===== src/rtl/instr_loader_pkg.sv =====
// Shared definitions for the instruction-memory loader: FSM encoding and word/address geometry.
package instr_loader_pkg;

    typedef enum logic [1:0] {
        ST_IDLE    = 2'd0,
        ST_COLLECT = 2'd1,
        ST_WRITE   = 2'd2,
        ST_DONE    = 2'd3
    } state_e;

    localparam int WORD_BYTES = 4;
    // Same byte step the PC uses between consecutive instructions.
    localparam int ADDR_STEP  = 4;

endpackage


===== src/rtl/instr_word_packer.sv =====
// Big-endian byte-to-word packer: shifts accepted bytes in MSB first and flags the byte that completes a word.
module instr_word_packer
    import instr_loader_pkg::*;
(
    input  logic        clk,
    input  logic        reset,
    input  logic        clear_i,
    input  logic        byte_en_i,
    input  logic [7:0]  byte_i,
    output logic [31:0] word_o,
    output logic        word_full_o
);

    logic [31:0] shift_q, shift_d;
    logic [1:0]  cnt_q, cnt_d;

    always_comb begin
        shift_d = shift_q;
        cnt_d   = cnt_q;
        if (clear_i) begin
            cnt_d = 2'd0;
        end else if (byte_en_i) begin
            shift_d = {shift_q[23:0], byte_i};
            cnt_d   = cnt_q + 2'd1;
        end
    end

    always_ff @(posedge clk) begin
        if (reset) begin
            shift_q <= '0;
            cnt_q   <= '0;
        end else begin
            shift_q <= shift_d;
            cnt_q   <= cnt_d;
        end
    end

    assign word_o      = shift_q;
    // Asserted in the cycle whose accepted byte is the last of the word.
    assign word_full_o = byte_en_i && !clear_i && (cnt_q == 2'(WORD_BYTES - 1));

endmodule


===== src/rtl/instr_loader.sv =====
// Instruction memory writer: assembles a byte stream into 32-bit words, writes them at PC-style
// byte addresses, holds busy during the load and pulses done at the end.
module instr_loader
    import instr_loader_pkg::*;
#(
    parameter int                MEM_WORDS = 64,
    parameter int                ADDR_W    = 32,
    parameter logic [ADDR_W-1:0] BASE_ADDR = '0,
    parameter int                CNT_W     = 7
) (
    input  logic              clk,
    input  logic              reset,
    input  logic              start,
    input  logic [CNT_W-1:0]  num_words,
    input  logic              byte_valid,
    input  logic [7:0]        byte_data,
    output logic              byte_ready,
    output logic              wr_en,
    output logic [ADDR_W-1:0] wr_addr,
    output logic [31:0]       wr_data,
    output logic              busy,
    output logic              done,
    output logic              overflow
);

    localparam logic [ADDR_W-1:0] STEP       = ADDR_W'(ADDR_STEP);
    localparam logic [ADDR_W-1:0] LIMIT_ADDR = BASE_ADDR + ADDR_W'(ADDR_STEP * MEM_WORDS);

    state_e            state_q;
    logic              byte_ready_q;
    logic              wr_en_q;
    logic [ADDR_W-1:0] wr_addr_q;
    logic              busy_q;
    logic              done_q;
    logic              overflow_q;
    logic [CNT_W-1:0]  num_q;
    logic [CNT_W-1:0]  words_q, words_d;

    logic        accept;
    logic        start_ok;
    logic        word_full;
    logic [31:0] word;

    assign accept   = byte_valid && byte_ready_q;
    assign start_ok = start && (state_q == ST_IDLE);
    assign words_d  = words_q + CNT_W'(1);

    instr_word_packer u_packer (
        .clk         (clk),
        .reset       (reset),
        .clear_i     (start_ok),
        .byte_en_i   (accept),
        .byte_i      (byte_data),
        .word_o      (word),
        .word_full_o (word_full)
    );

    always_ff @(posedge clk) begin
        if (reset) begin
            state_q      <= ST_IDLE;
            byte_ready_q <= 1'b0;
            wr_en_q      <= 1'b0;
            wr_addr_q    <= BASE_ADDR;
            busy_q       <= 1'b0;
            done_q       <= 1'b0;
            overflow_q   <= 1'b0;
            num_q        <= '0;
            words_q      <= '0;
        end else begin
            done_q  <= 1'b0;
            wr_en_q <= 1'b0;
            case (state_q)
                ST_IDLE: begin
                    if (start) begin
                        overflow_q <= 1'b0;
                        if (num_words != '0) begin
                            num_q        <= num_words;
                            words_q      <= '0;
                            wr_addr_q    <= BASE_ADDR;
                            busy_q       <= 1'b1;
                            byte_ready_q <= 1'b1;
                            state_q      <= ST_COLLECT;
                        end else begin
                            done_q  <= 1'b1;
                            state_q <= ST_DONE;
                        end
                    end
                end
                ST_COLLECT: begin
                    if (word_full) begin
                        byte_ready_q <= 1'b0;
                        state_q      <= ST_WRITE;
                        // Out-of-range words are swallowed so the byte stream stays word-aligned.
                        if (wr_addr_q >= LIMIT_ADDR) begin
                            overflow_q <= 1'b1;
                        end else begin
                            wr_en_q <= 1'b1;
                        end
                    end
                end
                ST_WRITE: begin
                    wr_addr_q <= wr_addr_q + STEP;
                    words_q   <= words_d;
                    if (words_d == num_q) begin
                        busy_q  <= 1'b0;
                        done_q  <= 1'b1;
                        state_q <= ST_DONE;
                    end else begin
                        byte_ready_q <= 1'b1;
                        state_q      <= ST_COLLECT;
                    end
                end
                ST_DONE: begin
                    state_q <= ST_IDLE;
                end
                default: begin
                    state_q <= ST_IDLE;
                end
            endcase
        end
    end

    assign byte_ready = byte_ready_q;
    assign wr_en      = wr_en_q;
    assign wr_addr    = wr_addr_q;
    assign wr_data    = word;
    assign busy       = busy_q;
    assign done       = done_q;
    assign overflow   = overflow_q;

endmodule


===== config.mk =====
export PLATFORM = sky130hd
export DESIGN_NAME = instr_loader
export DESIGN_NICKNAME = d
export VERILOG_FILES = /design/src/rtl/instr_loader_pkg.sv /design/src/rtl/instr_word_packer.sv /design/src/rtl/instr_loader.sv
export SDC_FILE = /design/constraint.sdc
export NUM_CORES = 1
export LEC_CHECK = 0
export ABC_CLOCK_PERIOD_IN_PS = 2700
export CELL_PAD_IN_SITES_DETAIL_PLACEMENT = 1
export CELL_PAD_IN_SITES_GLOBAL_PLACEMENT = 1
export CORE_ASPECT_RATIO = 1.2
export CORE_MARGIN = 5
export CORE_UTILIZATION = 30
export DETAILED_ROUTE_END_ITERATION = 10
export GPL_TIMING_DRIVEN = 0
export HOLD_SLACK_MARGIN = 0.08
export PLACE_DENSITY_LB_ADDON = 0.2
export SLEW_MARGIN = 20
export SYNTH_ARGS = -nofsm -noshare
export SYNTH_HDL_FRONTEND = slang
export SYNTH_SLANG_ARGS = --single-unit

===== constraint.sdc =====
create_clock -name clk -period 2.7 [get_ports clk]
set_input_delay 0.54 -clock clk [delete_from_list [all_inputs] [get_ports clk]]
set_output_delay 0.54 -clock clk [all_outputs]
set_load 0.01 [all_outputs]

==> metrics.cfg, run 1 <==
[outcome]
outcome=completed

[clock_network]
clock_sinks=85
cts_setup_buffers=0
clk_pin_slew_ps=70
cts.repair.resized=0
cts_max_path_buffers=2
insertion_delay_ps=340
cts_tree=built
htreeDepth=3
cts_buffers=9
cts_hold_buffers=0
cts_root_buffer=clkbuf_16

[final_layout]
drive_above_1_share_pct=5.62
nNetsFinal=570
final_cells=713
area_growth_pct=37.3
post-route-util_pct=41.9
multi_input_area_mm2=0.00184
antenna_cells=0
n_fill_cell=1426
seq_area_mm2=0.00170

[floorplan]
die_area_mm2=0.0146
start_util_pct=30.5
fp.coreArea_mm2=0.0121
boundaryPins=88
die_y_um=131
fp.dieW_um=111
rows=44

[routing]
detail_route.iter0.violations=80
vias_per_cell=4.92
drt-wirelength-per-cell_um=15.8
via_count=3505
drcViolationCount=0
final_antenna_net_count=0
drt-met1-wl_um=4950
first_pass_iters=4
route.met2.wl_um=5740
totalWireLength_um=11300
route.met3.wl_um=404
routed.top_layer=met4

[yosys]
ys_warn_count=0
synth_commonest_cells=dfxtp_1 (85), nand2_1 (85), a21oi_1 (54)
synth_top_area_share_pct=46.3
synth.area.top_cells=dfxtp_1 (46%), nand2_1 (8.7%), a21oi_1 (7.4%)
yosysTopAreaCell=dfxtp_1
ys_seq_area_share_pct=46.3
syn_area_per_cell_um2=8.17
synth_edf_count=0
ys_ff_latch=85
ys_async_sr_fraction_pct=0
synthAdderAreaFrac_pct=1.36
synth_compound_area_share_pct=14.2
syn_area_mm2=0.00367
synth_top_family_by_area=simple AND/OR/NAND/NOR gates
synth-main-ff-cell=dfxtp_1
synth_cell_type_count=43
synthCells=450
synth-simple-area-share_pct=26.3
muxShareOfSynthArea_pct=0.272
synthXorXnorAreaFrac_pct=7.63

[worst_setup_path]
cpMostUsedCell=nand2_1
crit_chain=clkdlybuf4s50_1 > nor4_2 > nand2_1 > nand2_1 > nand2_2 > buf_2 > nor2_1
rr_startpoint=wr_addr[4]$_SDFFE_PP0P_
worstSetupStartpointType=primary input
r2r_cells=5
critPathSlowestCell=nor4_2
critPathMaxStageDelay_ps=710
endpoint_kind=register
critPathKind=in -> reg
critPathArrivalTime_ps=2790
cp_top_family=simple AND/OR/NAND/NOR gates
cp_data_required_time_ps=2970
regToRegSetupSlack_ps=390
cp.buffers_inverters=2
worstPathMaxFanout=10
rr_endpoint=wr_addr[28]$_SDFFE_PP0P_

[grt]
overflow=0
antenna_found_initial=0
grt_start_max_net_pins=17
grt_pass1_wl_um=18900
grt.total_usage_pct=15.6
grt_pass1_vias=3799

[min_path]
hold_start=u_packer.word_o[31]$_SDFFE_PP0P_
hold_end=u_packer.word_o[31]$_SDFFE_PP0P_
hp-class=reg -> reg
whs_path_depth=2

[timing]
rsz0062_at_grt=no
finalCritPeriodShare_pct=93.6
period_needed_ps=2530
fin_skew_ps=5.34
setup_violations=0
tightest_slew_ps=786
timing.slew.headroom_pct=47.1
drv_slew=0
max_freq_ghz=0.396
finalHoldViolCount=0

[place]
globalplace.congestion=0.837
dp.cells=697
hpwl_um=8540
portBuffers=85

[pwr]
cellPowerDensity_mw_per_mm2=561
max-vdd-ir-drop_mv=0.298
leakage_nw=1.71

[job]
maxCapViolCount=0

## where the power goes
part / internal (mW) / switching (mW) / leakage (nW) / total (mW)
clock: 0.732 / 0.552 / 0.148 / 1.28
combinational: 0.0998 / 0.149 / 0.875 / 0.249
sequential: 1.28 / 0.0197 / 0.687 / 1.30
## metal layers
metal  GRT usage [%]  up-vias
met5               0        -
met3            3.96       13
met1            18.3     1686
met4            5.61        0
met2            27.5       67
li1                -     1739
## sequential cells by signal (all words and copies together) (netlist names), 2 cells and up
register	cells
u_packer.cnt_q	2
u_packer.word_o	32
num_q	7
words_q	7
wr_addr	30
state_q	2
## worst register-to-register path: stages, from the launching register on
cell and delay [ps]:
dfxtp_1 400, nand3_1 270, a2111oi_4 700, nand2_2 200, or4_1 520, a21oi_1 150
## cell families after synthesis
group           count (synthesis)
mux                             1
other cells                     1
fa+ha+maj                       4
simple gates                  211
compound gates                 85
buf+inv                        31
flops                          85
xor+xnor                       32
## final cells by class
cell class	count	area share [%]
Inverter	8	0.595
Timing Repair Buffer	85	16.9
Clock buffer	9	4.46
Buffer	23	2.18
Tap cell	161	3.99
Clock inverter	7	1.66
Multi-Input combinational cell	335	36.5
Sequential cell	85	33.7
## worst max-delay path by stage
| stage | startpoint | endpoint | slack (ps) | depth (start not counted) |
|---|---|---|---|---|
| floorplan | num_words[3] | wr_addr[26]$_SDFFE_PP0P_ | 570 | 6 |
| global placement | num_words[6] | wr_addr[8]$_SDFFE_PP0P_ | -560 | 7 |
| detailed placement | num_words[3] | wr_addr[15]$_SDFFE_PP0P_ | -190 | 7 |
| CTS | num_words[3] | wr_addr[21]$_SDFFE_PP0P_ | 140 | 7 |
| global route | num_words[3] | wr_addr[21]$_SDFFE_PP0P_ | 4 | 7 |
| finish | num_words[3] | wr_addr[21]$_SDFFE_PP0P_ | 170 | 7 |
## placed cells by master, fill, tap and decap left out, types with 9 or more instances in the layout
master,count
xnor2_1,14
clkbuf_16,9
clkbuf_1,15
nor3_1,9
nand2_1,85
clkdlybuf4s50_1,85
nor4_1,11
xor2_1,18
nand4_1,14
nand3_1,14
a21oi_1,54
dfxtp_1,85
nor2_1,49
## per-stage QoR
| stage | setup slack, ps | cell area (um2) | setup TNS (ps) | hold slack [ps] | power [mW] |
|---|---|---|---|---|---|
| 4_1_cts | 141 | 5050 | 0 | 457 | 2.87 |
| 2_1_floorplan | 566 | 3680 | 0 | 448 | 1.46 |
| 3_3_place_gp | -562 | 4730 | -18010 | 442 | 1.57 |
| 5_1_grt | 4.16 | 5050 | 0 | 476 | 2.95 |
| 3_5_place_dp | -192 | 4740 | -4040 | 448 | 1.58 |
| 6_report | 174 | 5050 | 0 | 454 | 2.83 |
No activity file was read; power rests on OpenSTA's default activity.
==> run 2, diff against run 1 <==
Settings changed: CORE_UTILIZATION 30 to 36.
==> run 2 against run 1 <==
Effect of this change:
- register-to-register slack improved by 20 ps
- sequential power barely moved
- critical path depth fell by 1
==> metrics.cfg, run 2 (synthesized netlist as in run 1, its figures left out) <==
[final_layout]
fin_area_mm2=0.00501
final_cells=676
post-route-util_pct=50.0
largest_reg_flops=32
area_growth_pct=36.2
final_cell_mix=nand2_1 (85), dfxtp_1 (85), clkdlybuf4s50_1 (85)
drive_above_1_share_pct=5.09
nNetsFinal=570
antenna_cells=0
n_fill_cell=1213

[floorplan]
start_util_pct=36.7
die_y_um=121
die_area_mm2=0.0123
fp.coreArea_mm2=0.0100
boundaryPins=88
rows=40
fp.dieW_um=102

[clock_network]
cts_buffers=9
clk_pin_slew_ps=60
insertion_delay_ps=340
cts_setup_buffers=0
htreeDepth=3
cts_max_path_buffers=2
cts_root_buffer=clkbuf_16
cts_tree=built
clock_sinks=85

[pwr]
leakage_nw=1.70
cellPowerDensity_mw_per_mm2=564
design_power_total_mw=2.82
max-vdd-ir-drop_mv=0.307

[timing]
fin_skew_ps=3.15
tightest_slew_ps=724
setup_violations=0
drv_slew=0
rsz0062_at_grt=no
setup_tns_ps=0
finalCritPeriodShare_pct=90.5
max_freq_ghz=0.409
period_needed_ps=2440
timing.slew.headroom_pct=51.3
finalHoldViolCount=0

[place]
globalplace.congestion=0.820
hpwl_um=8100
portBuffers=85
dp.cells=662
place_area_mm2=0.00469

[grt]
grt_start_max_net_pins=14
overflow=0
grt_pass1_vias=3710
grt.total_usage_pct=18.5
antenna_found_initial=0
grt_pass1_wl_um=18200

[routing]
drt-wirelength-per-cell_um=16.0
via_count=3498
final_antenna_net_count=0
drcViolationCount=0
totalWireLength_um=10800
first_pass_iters=4
vias_per_cell=5.17
detail_route.iter0.violations=95

[worst_setup_path]
endpoint_kind=register
rr_startpoint=wr_addr[12]$_SDFFE_PP0P_
worstPathMaxFanout=10
cp_data_required_time_ps=2920
critPathKind=in -> reg
regToRegSetupSlack_ps=410
critPathArrivalTime_ps=2670
r2r_cells=5
worstSetupStartpointType=primary input
rr_endpoint=wr_addr[28]$_SDFFE_PP0P_

[min_path]
hold_end=u_packer.word_o[29]$_SDFFE_PP0P_
whs_path_depth=2
hp-class=reg -> reg
hold_start=u_packer.word_o[29]$_SDFFE_PP0P_

[outcome]
outcome=completed

[job]
maxCapViolCount=0

## run 2: cell count changes in the layout (fill, tap and decap cells not counted)
cell,delta
inv_8,-1
inv_6,-1
clkinvlp_4,+1
bufinv_16,+1
clkinv_4,-3
clkbuf_1,+1
nor4_2,-1
nor4_4,+1
## run 2: what timing repair did
action,4_1_cts,5_1_grt
endpoints found under the setup margin,0,4
hold endpoints to repair,0,0
hold buffers,0,0
resized for setup,0,1
## run 2: where the power goes
group / leakage, nW / internal [mW] / switching (mW)
sequential: 0.687 / 1.28 / 0.0207
combinational: 0.877 / 0.0999 / 0.146
clock: 0.141 / 0.799 / 0.478
## run 2: how the worst max path moves through the flow
stage / startpoint / depth (start not counted) / endpoint / slack [ps]
finish: start / 6 / wr_addr[16]$_SDFFE_PP0P_ / 260
global route: start / 6 / wr_addr[14]$_SDFFE_PP0P_ / 60
CTS: num_words[3] / 7 / wr_addr[16]$_SDFFE_PP0P_ / 130
detailed placement: num_words[3] / 7 / wr_addr[16]$_SDFFE_PP0P_ / -180
global placement: num_words[3] / 7 / wr_addr[22]$_SDFFE_PP0P_ / -480
floorplan: num_words[3] / 6 / wr_addr[26]$_SDFFE_PP0P_ / 570
## run 2: worst max-delay path: stages
cell	delay, ps
clkdlybuf4s50_1	570
nor3b_1	470
nand2_1	370
nand2_2	330
buf_2	290
nor2_1	90
## run 2: per-stage QoR
step | hold slack, ps | setup WS [ps]
5_1_grt | 481 | 59.9
3_3_place_gp | 441 | -480
2_1_floorplan | 448 | 566
3_5_place_dp | 451 | -178
6_report | 454 | 257
4_1_cts | 460 | 134
## run 2: area by class of cell
| class | count | area, um2 | share of cell area (%) |
|---|---|---|---|
| buffer | 23 | 110 | 2.20 |
| clock buffer | 10 | 229 | 4.57 |
| timing repair buffer | 85 | 851 | 17.0 |
| clock inverter | 4 | 75.1 | 1.50 |
| sequential | 85 | 1700 | 34.0 |
| inverter | 8 | 30.0 | 0.600 |
| tap | 126 | 158 | 3.15 |
| multi-input combinational | 335 | 1850 | 37.0 |
## run 2: metal layers
layer	part of all wire [%]	GRT usage [%]	up-vias
met5	0	0	-
met1	42	22.3	1674
li1	-	-	1740
met2	51	31.8	70
met4	2.1	8.20	0
met3	4.0	3.12	14
==> run 3, diff against run 2 <==
Settings changed: ABC_CLOCK_PERIOD_IN_PS 2700 to 2900, CORE_UTILIZATION 36 to 39, SETUP_SLACK_MARGIN from default to 0.15.
Clock period 2.7 ns to 2.9 ns, I/O delays scaled along.
==> run 3 against run 2 <==
Effect of this change:
- global-route usage hardly changed
- first-iteration DRC count rose by 41%
- register-to-register slack improved by 210 ps
- non-clock buffer count stayed put
- die area shrank 7.0%
- sequential share of layout area increased by 0.88 points
- flip-flop and latch count stayed put
- total power is 20% lower
- via count grew 1.2%
- highest routed layer unchanged
- clock-buffer cell count rose by 1
==> metrics.cfg, run 3 (synthesized netlist as in run 1, its figures left out) <==
[routing]
via_count=3540
routed.top_layer=met4
first_pass_iters=4
drt-wirelength-per-cell_um=15.8
drt-met1-wl_um=4610
final_antenna_net_count=0
vias_per_cell=5.27
totalWireLength_um=10600
drcViolationCount=0
route.met2.wl_um=5450
route.met3.wl_um=395
detail_route.iter0.violations=134

[final_layout]
fin_area_mm2=0.00488
nNetsFinal=570
antenna_cells=0
post-route-util_pct=53.5
final_cell_mix=nand2_1 (85), dfxtp_1 (85), clkdlybuf4s50_1 (85)
drive_above_1_share_pct=5.62
area_growth_pct=32.8
largest_reg_flops=32

[grt]
grt.total_usage_pct=18.5
overflow=0
grt_pass1_vias=3596
antenna_found_initial=0
grt_pass1_wl_um=17400
grt_start_max_net_pins=16

[floorplan]
fp.dieW_um=98.6
boundaryPins=88
die_y_um=116
start_util_pct=40.3
rows=38
fp.coreArea_mm2=0.00913
die_area_mm2=0.0115

[place]
place_area_mm2=0.00469
hpwl_um=8010
globalplace.congestion=0.835
portBuffers=85

[clock_network]
insertion_delay_ps=350
cts_hold_buffers=0
clk_pin_slew_ps=90
cts_buffers=9
cts_setup_buffers=0
cts_root_buffer=clkbuf_8
cts_max_path_buffers=2
clock_sinks=85
htreeDepth=3
cts_tree=built
cts.repair.resized=0

[pwr]
cellPowerDensity_mw_per_mm2=462
max-vdd-ir-drop_mv=0.190
leakage_nw=1.66

[worst_setup_path]
regToRegSetupSlack_ps=620
endpoint_kind=register
worstPathMaxFanout=8
cp_data_required_time_ps=3180
worstSetupStartpointType=primary input
critPathKind=in -> reg
critPathArrivalTime_ps=2780

[timing]
setup_violations=0
finalHoldViolCount=0
whs_ps=460
max_freq_ghz=0.400
tightest_slew_ps=730
finalCritPeriodShare_pct=86.3
fin_skew_ps=10.1
rsz0062_at_grt=no
drv_slew=0
period_needed_ps=2500
timing.slew.headroom_pct=50.9

[outcome]
outcome=completed

[job]
maxCapViolCount=0

[min_path]
hp-class=reg -> reg

run 3: changes by cell type in the layout (fill, tap and decap cells not counted), moves of 2 or more:
cell | before | now
clkinv_4 | 0 | 2
clkinvlp_4 | 2 | 0
clkbuf_8 | 0 | 11
bufinv_16 | 2 | 0
clkbuf_16 | 9 | 0
run 3: area by class of cell:
type	count	area, um2
Tap cell	120	150
Clock inverter	5	42.5
Timing Repair Buffer	85	851
Fill cell	1131	4250
Buffer	23	110
Multi-Input combinational cell	335	1840
Sequential cell	85	1700
Inverter	8	30.0
Clock buffer	11	151
run 3: critical path: stages:
cell             delay, ps
clkdlybuf4s50_1        530
nor4_1                 130
a2111oi_4              710
nand2_2                180
or4_1                  500
a21oi_1                150
run 3: metal layers:
metal  global-route usage [%]  vias to the layer above
li1                         -                     1742
met1                     22.2                     1716
met2                     33.4                       69
met3                     3.82                       13
met4                     5.92                        0
met5                        0                        -
run 3: through the flow:
stage               power (mW)  setup TNS [ps]  std cells  setup slack (ps)
finish                    2.25               0        672               397
detailed placement        1.47               0        656              27.3
floorplan                 1.36               0        451               726
global route              2.35               0        672               228
global placement          1.46           -6650        656              -295
CTS                       2.28               0        672               394
run 3: path summary, 6_finish.rpt:
| check | start | to | depth (start not counted) |
|---|---|---|---|
| setup reg to reg | wr_addr[3]$_SDFFE_PP0P_ | wr_addr[28]$_SDFFE_PP0P_ | 6 |
| hold reg to reg | u_packer.word_o[24]$_SDFFE_PP0P_ | u_packer.word_o[24]$_SDFFE_PP0P_ | 2 |
| setup / recovery | num_words[0] | wr_addr[28]$_SDFFE_PP0P_ | 6 |
| hold / removal | u_packer.word_o[24]$_SDFFE_PP0P_ | u_packer.word_o[24]$_SDFFE_PP0P_ | 2 |
run 3: power by group:
part / leakage, nW / total (mW) / switching, mW / internal [mW]
sequential: 0.687 / 1.21 / 0.0188 / 1.19
combinational: 0.875 / 0.230 / 0.138 / 0.0929
clock: 0.102 / 0.815 / 0.445 / 0.369
